<file path="src/rtl/fetch_unit.sv">
// -----------------------------------------------------------------------------
// fetch_unit
//   Instruction fetch engine. Issues single-beat AXI4 reads at a sequential
//   fetch PC, buffers returned words with their addresses in a small FIFO,
//   and hands them to a consumer over a valid/ready handshake. A redirect
//   flushes the buffer, retargets the PC and drops any read in flight. A
//   bus error stops fetching until the next redirect.
//
// Ports
//   CLK, RST              clock, synchronous active-high reset
//   CEXEC                 fetch enable
//   REDIRECT, REDIRECT_PC flush strobe and jump target (word aligned here)
//   INST_VALID/READY      consumer handshake, INST / INST_PC = buffer head
//   STAT                  [1:0] state, [2] sticky error, [3] full, [7:4] occupancy
//   M_AXI_AR*             read address channel (single beat, 32-bit, INCR)
//   M_AXI_R*              read data channel
// -----------------------------------------------------------------------------
module fetch_unit #(
    parameter logic [31:0] RESET_PC                = 32'h2000_0000,
    parameter int unsigned FIFO_DEPTH              = 4,
    parameter int unsigned C_M_AXI_ADDR_WIDTH      = 32,
    parameter int unsigned C_M_AXI_THREAD_ID_WIDTH = 1
) (
    input  logic                               CLK,
    input  logic                               RST,

    input  logic                               CEXEC,
    input  logic                               REDIRECT,
    input  logic [31:0]                        REDIRECT_PC,

    output logic                               INST_VALID,
    input  logic                               INST_READY,
    output logic [31:0]                        INST,
    output logic [31:0]                        INST_PC,

    output logic [7:0]                         STAT,

    output logic [C_M_AXI_THREAD_ID_WIDTH-1:0] M_AXI_ARID,
    output logic [C_M_AXI_ADDR_WIDTH-1:0]      M_AXI_ARADDR,
    output logic [7:0]                         M_AXI_ARLEN,
    output logic [2:0]                         M_AXI_ARSIZE,
    output logic [1:0]                         M_AXI_ARBURST,
    output logic                               M_AXI_ARVALID,
    input  logic                               M_AXI_ARREADY,

    input  logic [C_M_AXI_THREAD_ID_WIDTH-1:0] M_AXI_RID,
    input  logic [31:0]                        M_AXI_RDATA,
    input  logic [1:0]                         M_AXI_RRESP,
    input  logic                               M_AXI_RLAST,
    input  logic                               M_AXI_RVALID,
    output logic                               M_AXI_RREADY
);

    localparam int unsigned     AW        = (FIFO_DEPTH > 1) ? $clog2(FIFO_DEPTH) : 1;
    localparam int unsigned     CW        = AW + 1;
    localparam logic [CW-1:0]   DEPTH_C   = CW'(FIFO_DEPTH);
    localparam logic [1:0]      RESP_OKAY = 2'b00;

    typedef enum logic [1:0] {
        ST_IDLE    = 2'd0,
        ST_ADDR    = 2'd1,
        ST_DATA    = 2'd2,
        ST_DISCARD = 2'd3
    } state_t;

    state_t        state_q, state_d;
    logic [31:0]   fetch_pc_q, fetch_pc_d;
    logic [31:0]   req_pc_q, req_pc_d;
    logic          redir_pend_q, redir_pend_d;
    logic          err_q, err_d;
    logic          arvalid_q, arvalid_d;
    logic          rready_q, rready_d;

    logic [AW-1:0] rd_ptr_q, rd_ptr_d;
    logic [AW-1:0] wr_ptr_q, wr_ptr_d;
    logic [CW-1:0] count_q, count_d;

    logic [31:0]   mem_inst_q [FIFO_DEPTH];
    logic [31:0]   mem_pc_q   [FIFO_DEPTH];

    logic          ar_hs;
    logic          r_hs;
    logic          push;
    logic          pop;
    logic          buf_full;

    logic          unused_inputs;
    assign unused_inputs = ^{M_AXI_RID, M_AXI_RLAST, REDIRECT_PC[1:0]};

    assign ar_hs    = arvalid_q && M_AXI_ARREADY;
    assign r_hs     = rready_q && M_AXI_RVALID;
    assign buf_full = (count_q == DEPTH_C);

    // Pops are suppressed during a redirect: the flush takes precedence
    assign pop = (count_q != '0) && INST_READY && !REDIRECT;

    always_comb begin
        state_d      = state_q;
        fetch_pc_d   = fetch_pc_q;
        req_pc_d     = req_pc_q;
        redir_pend_d = redir_pend_q;
        err_d        = err_q;
        push         = 1'b0;

        unique case (state_q)
            ST_IDLE: begin
                // Only one read is ever outstanding, so a free slot now is
                // guaranteed to still be free when the data returns.
                if (!REDIRECT && CEXEC && !err_q && (count_q < DEPTH_C)) begin
                    state_d  = ST_ADDR;
                    req_pc_d = fetch_pc_q;
                end
            end
            ST_ADDR: begin
                // A redirect cannot withdraw ARVALID; remember it and throw
                // the data away once the address has been accepted.
                if (ar_hs) begin
                    redir_pend_d = 1'b0;
                    if (REDIRECT || redir_pend_q) begin
                        state_d = ST_DISCARD;
                    end else begin
                        state_d    = ST_DATA;
                        fetch_pc_d = fetch_pc_q + 32'd4;
                    end
                end else if (REDIRECT) begin
                    redir_pend_d = 1'b1;
                end
            end
            ST_DATA: begin
                if (REDIRECT) begin
                    state_d = r_hs ? ST_IDLE : ST_DISCARD;
                end else if (r_hs) begin
                    state_d = ST_IDLE;
                    if (M_AXI_RRESP == RESP_OKAY) begin
                        push = 1'b1;
                    end else begin
                        err_d = 1'b1;
                    end
                end
            end
            ST_DISCARD: begin
                if (r_hs) begin
                    state_d = ST_IDLE;
                end
            end
            default: state_d = ST_IDLE;
        endcase

        if (REDIRECT) begin
            fetch_pc_d = {REDIRECT_PC[31:2], 2'b00};
            err_d      = 1'b0;
        end

        arvalid_d = (state_d == ST_ADDR);
        rready_d  = (state_d == ST_DATA) || (state_d == ST_DISCARD);
    end

    always_comb begin
        rd_ptr_d = rd_ptr_q;
        wr_ptr_d = wr_ptr_q;
        count_d  = count_q;
        if (REDIRECT) begin
            rd_ptr_d = '0;
            wr_ptr_d = '0;
            count_d  = '0;
        end else begin
            if (push) begin
                wr_ptr_d = wr_ptr_q + AW'(1);
            end
            if (pop) begin
                rd_ptr_d = rd_ptr_q + AW'(1);
            end
            unique case ({push, pop})
                2'b10:   count_d = count_q + CW'(1);
                2'b01:   count_d = count_q - CW'(1);
                default: count_d = count_q;
            endcase
        end
    end

    always_ff @(posedge CLK) begin
        if (RST) begin
            state_q      <= ST_IDLE;
            fetch_pc_q   <= RESET_PC;
            req_pc_q     <= '0;
            redir_pend_q <= 1'b0;
            err_q        <= 1'b0;
            arvalid_q    <= 1'b0;
            rready_q     <= 1'b0;
            rd_ptr_q     <= '0;
            wr_ptr_q     <= '0;
            count_q      <= '0;
        end else begin
            state_q      <= state_d;
            fetch_pc_q   <= fetch_pc_d;
            req_pc_q     <= req_pc_d;
            redir_pend_q <= redir_pend_d;
            err_q        <= err_d;
            arvalid_q    <= arvalid_d;
            rready_q     <= rready_d;
            rd_ptr_q     <= rd_ptr_d;
            wr_ptr_q     <= wr_ptr_d;
            count_q      <= count_d;
        end
    end

    // Buffer storage carries no reset; occupancy alone qualifies the head
    always_ff @(posedge CLK) begin
        if (push && !RST) begin
            mem_inst_q[wr_ptr_q] <= M_AXI_RDATA;
            mem_pc_q[wr_ptr_q]   <= req_pc_q;
        end
    end

    assign INST_VALID    = (count_q != '0);
    assign INST          = mem_inst_q[rd_ptr_q];
    assign INST_PC       = mem_pc_q[rd_ptr_q];

    assign STAT          = {4'(count_q), buf_full, err_q, state_q};

    assign M_AXI_ARID    = '0;
    assign M_AXI_ARADDR  = C_M_AXI_ADDR_WIDTH'(req_pc_q);
    assign M_AXI_ARLEN   = 8'd0;
    assign M_AXI_ARSIZE  = 3'b010;
    assign M_AXI_ARBURST = 2'b01;
    assign M_AXI_ARVALID = arvalid_q;
    assign M_AXI_RREADY  = rready_q;

endmodule

</file>
<file path="config.mk">
export PLATFORM = sky130hd
export DESIGN_NAME = fetch_unit
export DESIGN_NICKNAME = d
export VERILOG_FILES = /design/src/rtl/fetch_unit.sv
export SDC_FILE = /design/constraint.sdc
export NUM_CORES = 1
export LEC_CHECK = 0
export CAP_MARGIN = 5
export CORE_ASPECT_RATIO = 0.75
export CORE_UTILIZATION = 50
export CTS_BUF_LIST = sky130_fd_sc_hd__clkbuf_4
export DETAILED_ROUTE_END_ITERATION = 16
export DONT_BUFFER_PORTS = 1
export GPL_TIMING_DRIVEN = 0
export PLACE_DENSITY = 0.74
export SYNTH_ARGS = -nofsm -noshare
export SYNTH_HDL_FRONTEND = slang
export SYNTH_SLANG_ARGS = --single-unit
</file>
<file path="constraint.sdc">
create_clock -name CLK -period 8.7 [get_ports CLK]
set_clock_uncertainty 0.05 [all_clocks]
set_input_delay 1.305 -clock CLK [delete_from_list [all_inputs] [get_ports CLK]]
set_output_delay 1.305 -clock CLK [all_outputs]
set_load 0.02 [all_outputs]
</file>
# Yosys cells after proc, flatten, opt, wreduce, memory -nomap -nowiden
# Memory sizes are Yosys's and may differ from the RTL's. A register that Yosys moved wholly into a read port is not among the register bits.
# Index checks and enable logic that the tools add are counted.
# W data, S select, Z words.
[word_totals]
output_inout_bits = 121
mem_bits_rw = 256
regBits = 77
mem_count = 2
elab_cells = 80
inputBits = 75
[memory_table]
columns = ["memory", "depth", "width", "read_ports", "rd_ports_with_merged_regs", "write_ports", "line", "rtl"]
rows = [
  ["mem_inst_q", 4, 32, 1, 1, 1, "78", "logic [31:0] mem_inst_q [FIFO_DEPTH];"],
  ["mem_pc_q", 4, 32, 1, 1, 1, "79", "logic [31:0] mem_pc_q [FIFO_DEPTH];"],
]
[classes]
addsub = 5
magnitude_cmp = 1
muxes = 24
bitwise_logic = 2
eq_ne = 10
n_reduce_logical = 25
[ops]
columns = ["cell", "n"]
rows = [
  ["$mux W32", 4],
  ["$add A32 B3 Y32 const B", 1],
  ["$mux W2", 9],
  ["$eq A2 B2 Y1 const B", 5],
  ["$mux W1", 9],
  ["$reduce_and A3 Y1", 3],
  ["$logic_and A1 B1 Y1", 8],
  ["$pmux W2 S4", 1],
  ["$eq A2 B1 Y1 const B", 3],
  ["$pmux W3 S2", 1],
  ["$reduce_bool A2 Y1", 3],
  ["$add A2 B1 Y2 const B", 2],
  ["$logic_not A2 Y1", 2],
  ["$reduce_and A2 Y1", 2],
  ["$add A3 B1 Y3 const B", 1],
  ["$eq A3 B3 Y1 const B", 1],
  ["$logic_not A1 Y1", 3],
  ["$lt A3 B3 Y1 const B", 1],
  ["$reduce_bool A3 Y1", 1],
  ["$sub A3 B1 Y3 const B", 1],
  ["$logic_or A1 B1 Y1", 2],
  ["$ne A2 B2 Y1 const B", 1],
  ["$not A1 Y1", 2],
  ["$reduce_or A2 Y1", 1],
]

# Logic depth before layout (Yosys ltp)
# Gate-level depths: netlist of run 1.
[logic_depth]
depth_word = 8
depth_mapped = 9
depth_no_buf = 8

# Least setup slack after synthesis of run 1
# No wires, ideal clock.
[synth_timing]
kind = "input -> register"
start = "in REDIRECT"
end = "mem mem_inst_q[0][0], enable pin"
t_required_ns = 8.223
slack_ns = 4.688
arrival_time_ns = 3.536
setup_time_ns = 0.427
n_path_buf = 1
path_stages = 5
path_cell_list = "clkbuf_1 > nor2_1 > nand4_1 > nor2_1 > and2_1"
[synth_via]
elab_chain_len = 5
[synth_lines]
columns = ["element", "line", "rtl"]
rows = [
  ["start: declaration", "28", "input logic REDIRECT,"],
  ["$mux W1", "130", "if (REDIRECT) begin"],
  ["$mux W1", "105", "unique case (state_q)"],
  ["$logic_and A1 B1 Y1", "209", "if (push && !RST) begin"],
  ["$mux W1", "209", ""],
  ["$mux W1 (not written as such)", "210", "mem_inst_q[wr_ptr_q] <= M_AXI_RDATA;"],
  ["end: declaration", "78", ""],
]
# No other way between the ends.

==> impl_metrics.json, run 1 <==
{
  "grt_pass1_wl_mm": 40.3,
  "dp_slack_ns": 5.15,
  "cts_hold_buf": 0,
  "r2r-start": "state_q[0]$_SDFF_PP0_",
  "clockBufferDepth": 3,
  "hold_viol_final": 0,
  "yosys_most_used_dff": "edfxtp_1",
  "ys_seq_area_share_pct": 71.2,
  "clk_pin_slew_worst_paths_ns": 0.06,
  "synth_top_family_by_area": "multiplexers",
  "synth_fa_ha_area_share_pct": 0.759,
  "fp-row-count": 49,
  "end_kind": "output port",
  "required_ns": 7.34,
  "grt_overflow_total": 0,
  "path_class": "reg -> out",
  "synth_edf_count": 248,
  "clk-insertion-delay-late_ns": 0.69,
  "dieHeight_um": 139,
  "yosys.area_share.simple_pct": 7.91,
  "worst_slew_pin_slew_ns": 0.695,
  "vias": 6885,
  "status": "finished, final reports clean",
  "dp_hpwl_mm": 17.6,
  "ys_warn_count": 0,
  "cts_tree": "built",
  "setup-tns-final_ns": 0,
  "reg2regPathDepth": 5,
  "htree_num_levels": 3,
  "relSlewSlack_pct": 53.6,
  "fin_crit_ns": 4.01,
  "multi_input_area_mm2": 0.00331,
  "antenna_found_initial": 2,
  "hold_end": "M_AXI_ARADDR[31]$_SDFFE_PP0P_",
  "grt_use_total_pct": 21.0,
  "wl_per_cell_um": 21.0,
  "cellPowerDensity_mw_per_mm2": 206,
  "hp-class": "reg -> reg",
  "syn_inst": 770,
  "drc": 0,
  "irDropWorstVdd_uv": 134,
  "arrival_ns": 2.65,
  "antennaDiodeCount": 0,
  "rsz0062_at_grt": "no",
  "cp_slowest_cell": "mux4_2",
  "drt-vias-per-instance": 5.52,
  "synth.avg_cell_area_um2": 16.3,
  "ys_ff_latch": 322,
  "post-cts-setup-buffers": 0,
  "grt_max_degree": 39,
  "cts_sinks": 322,
  "r2r_setup_slack_ns": 6.15,
  "grt_pass1_vias": 7066,
  "io_buffer_count": 0,
  "report.final.setup_viol": 0,
  "area_growth_pct": 11.7,
  "finalWeightedCongestion": 0.875,
  "reg2reg_to": "mem_inst_q[1][31]$_DFFE_PP_",
  "finalMaxSlewViolations": 0,
  "routed_wl_mm": 26.2,
  "start_kind": "flip-flop",
  "drt-pass1-iter-count": 5,
  "yosys.area_share.xor_xnor_pct": 2.17,
  "setup_slack_ns": 4.69,
  "fill_cells": 1936,
  "drt_iter0_markers": 442,
  "fmax_ghz": 0.250,
  "antenna_left": 0,
  "fp.coreArea_mm2": 0.0243,
  "max_stage_delay_ns": 0.66,
  "max-cap-violations": 0,
  "seq_area_mm2": 0.00893,
  "cp_cell_sequence": "clkbuf_1 -> buf_2 -> mux4_2",
  "ys_types": 50,
  "start_util_pct": 51.6,
  "clockRootBuffer": "clkbuf_4",
  "cts_resized": 0,
  "die-width_um": 185,
  "synth_compound_area_share_pct": 3.64,
  "async_flop_share_pct": 0,
  "die_area_mm2": 0.0257,
  "period_share_pct": 46.0,
  "drive_above_1_share_pct": 24.6,
  "worst-path-max-fanout": 10,
  "fin_nets": 952,
  "min_from": "fetch_pc_q[31]$_SDFFE_PP0P_",
  "numCtsBuffers": 77,
  "hold_path_depth": 2,
  "p_leak_nw": 4.57,
  "syn_area_mm2": 0.0125,
  "boundaryPins": 196,
  "synthMuxAreaShare_pct": 11.3
}
## synthesized netlist by cell type (4+ instances only)
library cell	number	area (µm²)
nand2_1	82	308
or3_1	4	25.0
nand3_1	4	20.0
nand4_1	19	119
edfxtp_1	248	7450
a211oi_1	12	90.1
a21oi_1	40	200
and2_1	9	56.3
nor3_1	4	20.0
buf_4	23	173
nor4_1	6	37.5
xor2_1	15	131
buf_2	6	30.0
ha_1	6	75.1
and3_1	11	68.8
o22ai_1	4	25.0
o21ai_0	8	40.0
mux4_2	62	1400
dfxtp_1	74	1480
inv_1	12	45.0
xnor2_1	16	140
nor2_1	38	143
clkbuf_1	27	101
## how the worst max path moves through the flow
stage                    from  cells after the start                     endpoint
global route        flip-flop                      3                  INST_PC[14]
floorplan            REDIRECT                      5   mem_inst_q[0][0]$_DFFE_PP_
global placement     REDIRECT                      5   mem_inst_q[0][4]$_DFFE_PP_
detailed placement   REDIRECT                      6  mem_inst_q[1][10]$_DFFE_PP_
CTS                 flip-flop                      3                  INST_PC[14]
finish              flip-flop                      3                  INST_PC[19]
## metrics by stage
| step | hold slack, ns | cell area (µm²) | std cells | util (%) | total power, mW |
|---|---|---|---|---|---|
| 5_1_grt | 0.458 | 14000 | 1247 | 57.7 | 3.00 |
| 3_5_place_dp | 0.437 | 13100 | 1122 | 54.0 | 1.79 |
| 4_1_cts | 0.439 | 14000 | 1247 | 57.7 | 2.92 |
| 6_report | 0.439 | 14000 | 1247 | 57.7 | 2.89 |
| 3_3_place_gp | 0.427 | 13000 | 1118 | 53.6 | 1.78 |
| 2_1_floorplan | 0.399 | 12600 | 787 | - | 1.77 |
## critical path, delay by kind of cell (launching register included)
| kind | cells | cell delay (ns) |
|---|---|---|
| buffers and inverters | 2 | 0.98 |
| muxes | 1 | 0.66 |
| DFF | 1 | 0.30 |
## kinds of logic after synthesis
kind of cell,Yosys count
flip-flops,322
AND/OR/NAND/NOR,197
AO/OA/AOI/OAI,76
buffers and inverters,71
multiplexers,64
XOR/XNOR,31
adder cells (fa/ha/maj),7
other,2
## routing by layer
layer	vias up	GRT usage [%]	part of all wire [%]
met5	-	0	0.11
met4	4	6.87	1.6
met3	43	9.11	11
met2	262	30.0	44
met1	3413	28.9	44
li1	3163	-	-
## cell usage in the layout, fill, tap and decap left out, types with 23 or more instances in the layout
master and count:
dfxtp_1 74, mux4_2 62, clkbuf_1 27, edfxtp_1 248
buf_4 23, clkbuf_4 110, a21oi_1 40, nor2_1 38
nand2_1 82
## cell type report
class | instances | share of cell area (%)
sequential | 322 | 63.8
buffer | 59 | 2.31
tap | 331 | 2.96
clock inverter | 15 | 0.447
multi-input combinational | 394 | 23.7
clock buffer | 110 | 5.90
timing repair buffer | 4 | 0.626
inverter | 12 | 0.322
## registers in the layout, summed over array words and instances (netlist names), named ones only
name / cells
mem_inst_q: 128
mem_pc_q: 120
M_AXI_ARADDR: 30
fetch_pc_q: 30
count_q: 3
rd_ptr_q: 2
state_q: 2
wr_ptr_q: 2
M_AXI_ARVALID: 1
err_q: 1
redir_pend_q: 1
## where the power goes
group          switching (mW)  total, mW  leakage [nW]  internal, mW
registers              0.0280       1.69          2.81          1.66
logic                  0.0403     0.0640          1.22        0.0237
clock network           0.557       1.13         0.540         0.577
Note: power is estimated with default switching activity, not from simulation.
==> run 2: changes to the inputs <==
--- a/config.mk
+++ b/config.mk
@@ -12,7 +12,7 @@
 export DETAILED_ROUTE_END_ITERATION = 16
 export DONT_BUFFER_PORTS = 1
 export GPL_TIMING_DRIVEN = 0
-export PLACE_DENSITY = 0.74
+export PLACE_DENSITY = 0.77
 export SYNTH_ARGS = -nofsm -noshare
 export SYNTH_HDL_FRONTEND = slang
 export SYNTH_SLANG_ARGS = --single-unit
==> constraint.sdc (replaced) <==
create_clock -name CLK -period 3.21 [get_ports CLK]
set_clock_uncertainty 0.05 [all_clocks]
set_input_delay 0.4815 -clock CLK [delete_from_list [all_inputs] [get_ports CLK]]
set_output_delay 0.4815 -clock CLK [all_outputs]
set_load 0.02 [all_outputs]
==> run 2 against run 1 <==
Effect of this change:
- core utilization rose by 3.2 points
- first-iteration DRC count rose by 12%
- final area rose by 5.6%
- die area did not move
- sequential share of layout area fell by 3.4 points
- via count rose by 5.4%
- register-to-register slack got worse by 5.5 ns
- routed wire length rose by 5.6%
- critical path depth fell by 1
- global-route usage rose by 1.2 points
- non-clock buffer count rose by 61
==> impl_metrics.json, run 2 (synthesized netlist as in run 1, its figures left out) <==
{
  "status": "finished, final reports clean",
  "cp_cell_sequence": "buf_2 -> mux4_2",
  "setup_slack_ns": 0.220,
  "grt_util_met3_pct": 8.32,
  "wl_per_cell_um": 20.9,
  "largest_reg_flops": 128,
  "worst-path-max-fanout": 10,
  "antenna_left": 0,
  "fp-row-count": 49,
  "drt-vias-per-instance": 5.50,
  "totalPowerFinal_mw": 8.37,
  "io_buffer_count": 0,
  "multi_input_area_mm2": 0.00331,
  "fmax_ghz": 0.334,
  "path_class": "reg -> out",
  "grt_pass1_vias": 7641,
  "area_growth_pct": 17.9,
  "drt-pass1-iter-count": 5,
  "start_kind": "flip-flop",
  "boundaryPins": 196,
  "grt_busiest_layer": "met2",
  "grt_max_degree": 35,
  "cellPowerDensity_mw_per_mm2": 566,
  "clockBufferDepth": 3,
  "required_ns": 2.68,
  "drc": 0,
  "end_kind": "output port",
  "clk-insertion-delay-late_ns": 0.69,
  "endpoint": "INST_PC[26]",
  "drive_above_1_share_pct": 24.3,
  "die_area_mm2": 0.0257,
  "irDropWorstVdd_uv": 522,
  "max-cap-violations": 0,
  "fill_cells": 1822,
  "arrival_ns": 2.46,
  "grt_pass1_wl_mm": 42.7,
  "routed_wl_mm": 27.6,
  "die-width_um": 185,
  "antenna_found_initial": 1,
  "r2r_setup_slack_ns": 0.61,
  "regMostFlops": "mem_inst_q",
  "start_util_pct": 51.6,
  "clockRootBuffer": "clkbuf_4",
  "drt_iter0_markers": 494,
  "rsz0062_at_grt": "no",
  "grt_overflow_total": 0,
  "reg2regPathDepth": 5,
  "dp_slack_ns": 0.445,
  "clk_pin_slew_worst_paths_ns": 0.07,
  "grt_use_total_pct": 22.2,
  "cts_tree": "built",
  "period_share_pct": 93.2,
  "htree_num_levels": 3,
  "report.final.setup_viol": 0,
  "fin_crit_ns": 2.99,
  "seq_area_mm2": 0.00893,
  "cts_sinks": 322,
  "hp-class": "in -> reg",
  "p_leak_nw": 4.92,
  "r2r-start": "state_q[0]$_SDFF_PP0_",
  "relSlewSlack_pct": 52.8,
  "numCtsBuffers": 76,
  "top_regs": "mem_inst_q x128, mem_pc_q x120",
  "fin_nets": 1012,
  "fp.coreArea_mm2": 0.0243,
  "hold_viol_final": 0,
  "max_stage_delay_ns": 0.67,
  "worst_slew_pin_slew_ns": 0.708,
  "use_met2_pct": 34.6,
  "reg2reg_to": "mem_inst_q[3][29]$_DFFE_PP_",
  "cp_slowest_cell": "dfxtp_1",
  "final_cell_mix": "edfxtp_1, clkbuf_4, nand2_1, dfxtp_1",
  "finalMaxSlewViolations": 0,
  "dieHeight_um": 139,
  "fin_area_mm2": 0.0148,
  "vias": 7258,
  "place_area_mm2": 0.0131,
  "post-cts-setup-buffers": 0,
  "grt_use_met1_pct": 28.6,
  "layout_commonest_cell": "edfxtp_1",
  "fin_util_pct": 60.9,
  "finalWeightedCongestion": 0.909,
  "dp_hpwl_mm": 17.7
}
==> run 2: changes by cell type in the layout (fill, tap and decap cells not counted), moves of 3 or more <==
cell / delta
dlygate4sd3_1: +62
diode_2: +3
clkbuf_1: -7
clkbuf_4: +7
clkbuf_2: +6
bufinv_16: +4
==> run 2: routing by layer <==
layer  up-vias  routed length (µm)
met4         0                 456
li1       3303                   -
met3        44                2550
met1      3606               11700
met2       305               12900
met5         -                   0
==> run 2: what timing repair did <==
item | in CTS | in global routing
hold buffers | 62 | 0
hold endpoints to repair | 159 | 0
setup endpoints to repair | 60 | 30
resized for setup | 3 | 6
==> run 2: metrics by stage <==
stage                     cells  hold slack (ns)  TNS [ns]
after floorplan             787            0.399         0
after global placement     1118            0.435   -322.38
after detailed placement   1122            0.437         0
after CTS                  1317          0.00747         0
after global routing       1318           0.0449         0
final                      1320           0.0830         0
==> run 2: power breakdown <==
part / total (mW) / switching [mW] / internal (mW)
clock: 3.53 / 1.55 / 1.98
sequential: 4.58 / 0.0766 / 4.50
combinational: 0.258 / 0.143 / 0.115
total: 8.37 / 1.77 / 6.60
==> run 2: worst min-delay path by stage <==
stage	end	from	cells after the start	slack, ns
finish	state_q[1]$_SDFF_PP0_	M_AXI_ARREADY	2	0.08
global route	fetch_pc_q[15]$_SDFFE_PP0P_	REDIRECT_PC[15]	3	0.04
CTS	state_q[1]$_SDFF_PP0_	M_AXI_ARREADY	2	0.007
detailed placement	M_AXI_ARADDR[23]$_SDFFE_PP0P_	fetch_pc_q[23]$_SDFFE_PP0P_	2	0.44
global placement	M_AXI_ARADDR[23]$_SDFFE_PP0P_	fetch_pc_q[23]$_SDFFE_PP0P_	2	0.44
floorplan	M_AXI_ARADDR[20]$_SDFFE_PP0P_	fetch_pc_q[20]$_SDFFE_PP0P_	2	0.40
==> run 2: final cells by class <==
class	count	area share (%)
sequential	322	60.4
multi-input combinational	394	22.4
clock buffer	117	5.94
timing repair buffer	66	4.74
tap	331	2.80
buffer	58	2.21
clock inverter	17	1.15
inverter	12	0.305
antenna	3	0.0508
==> run 2: worst max-delay path, delay by kind of cell, from the launching register on <==
family	cells	cell delay [ns]
mux	1	0.65
flops	1	0.67
buf+inv	1	0.46
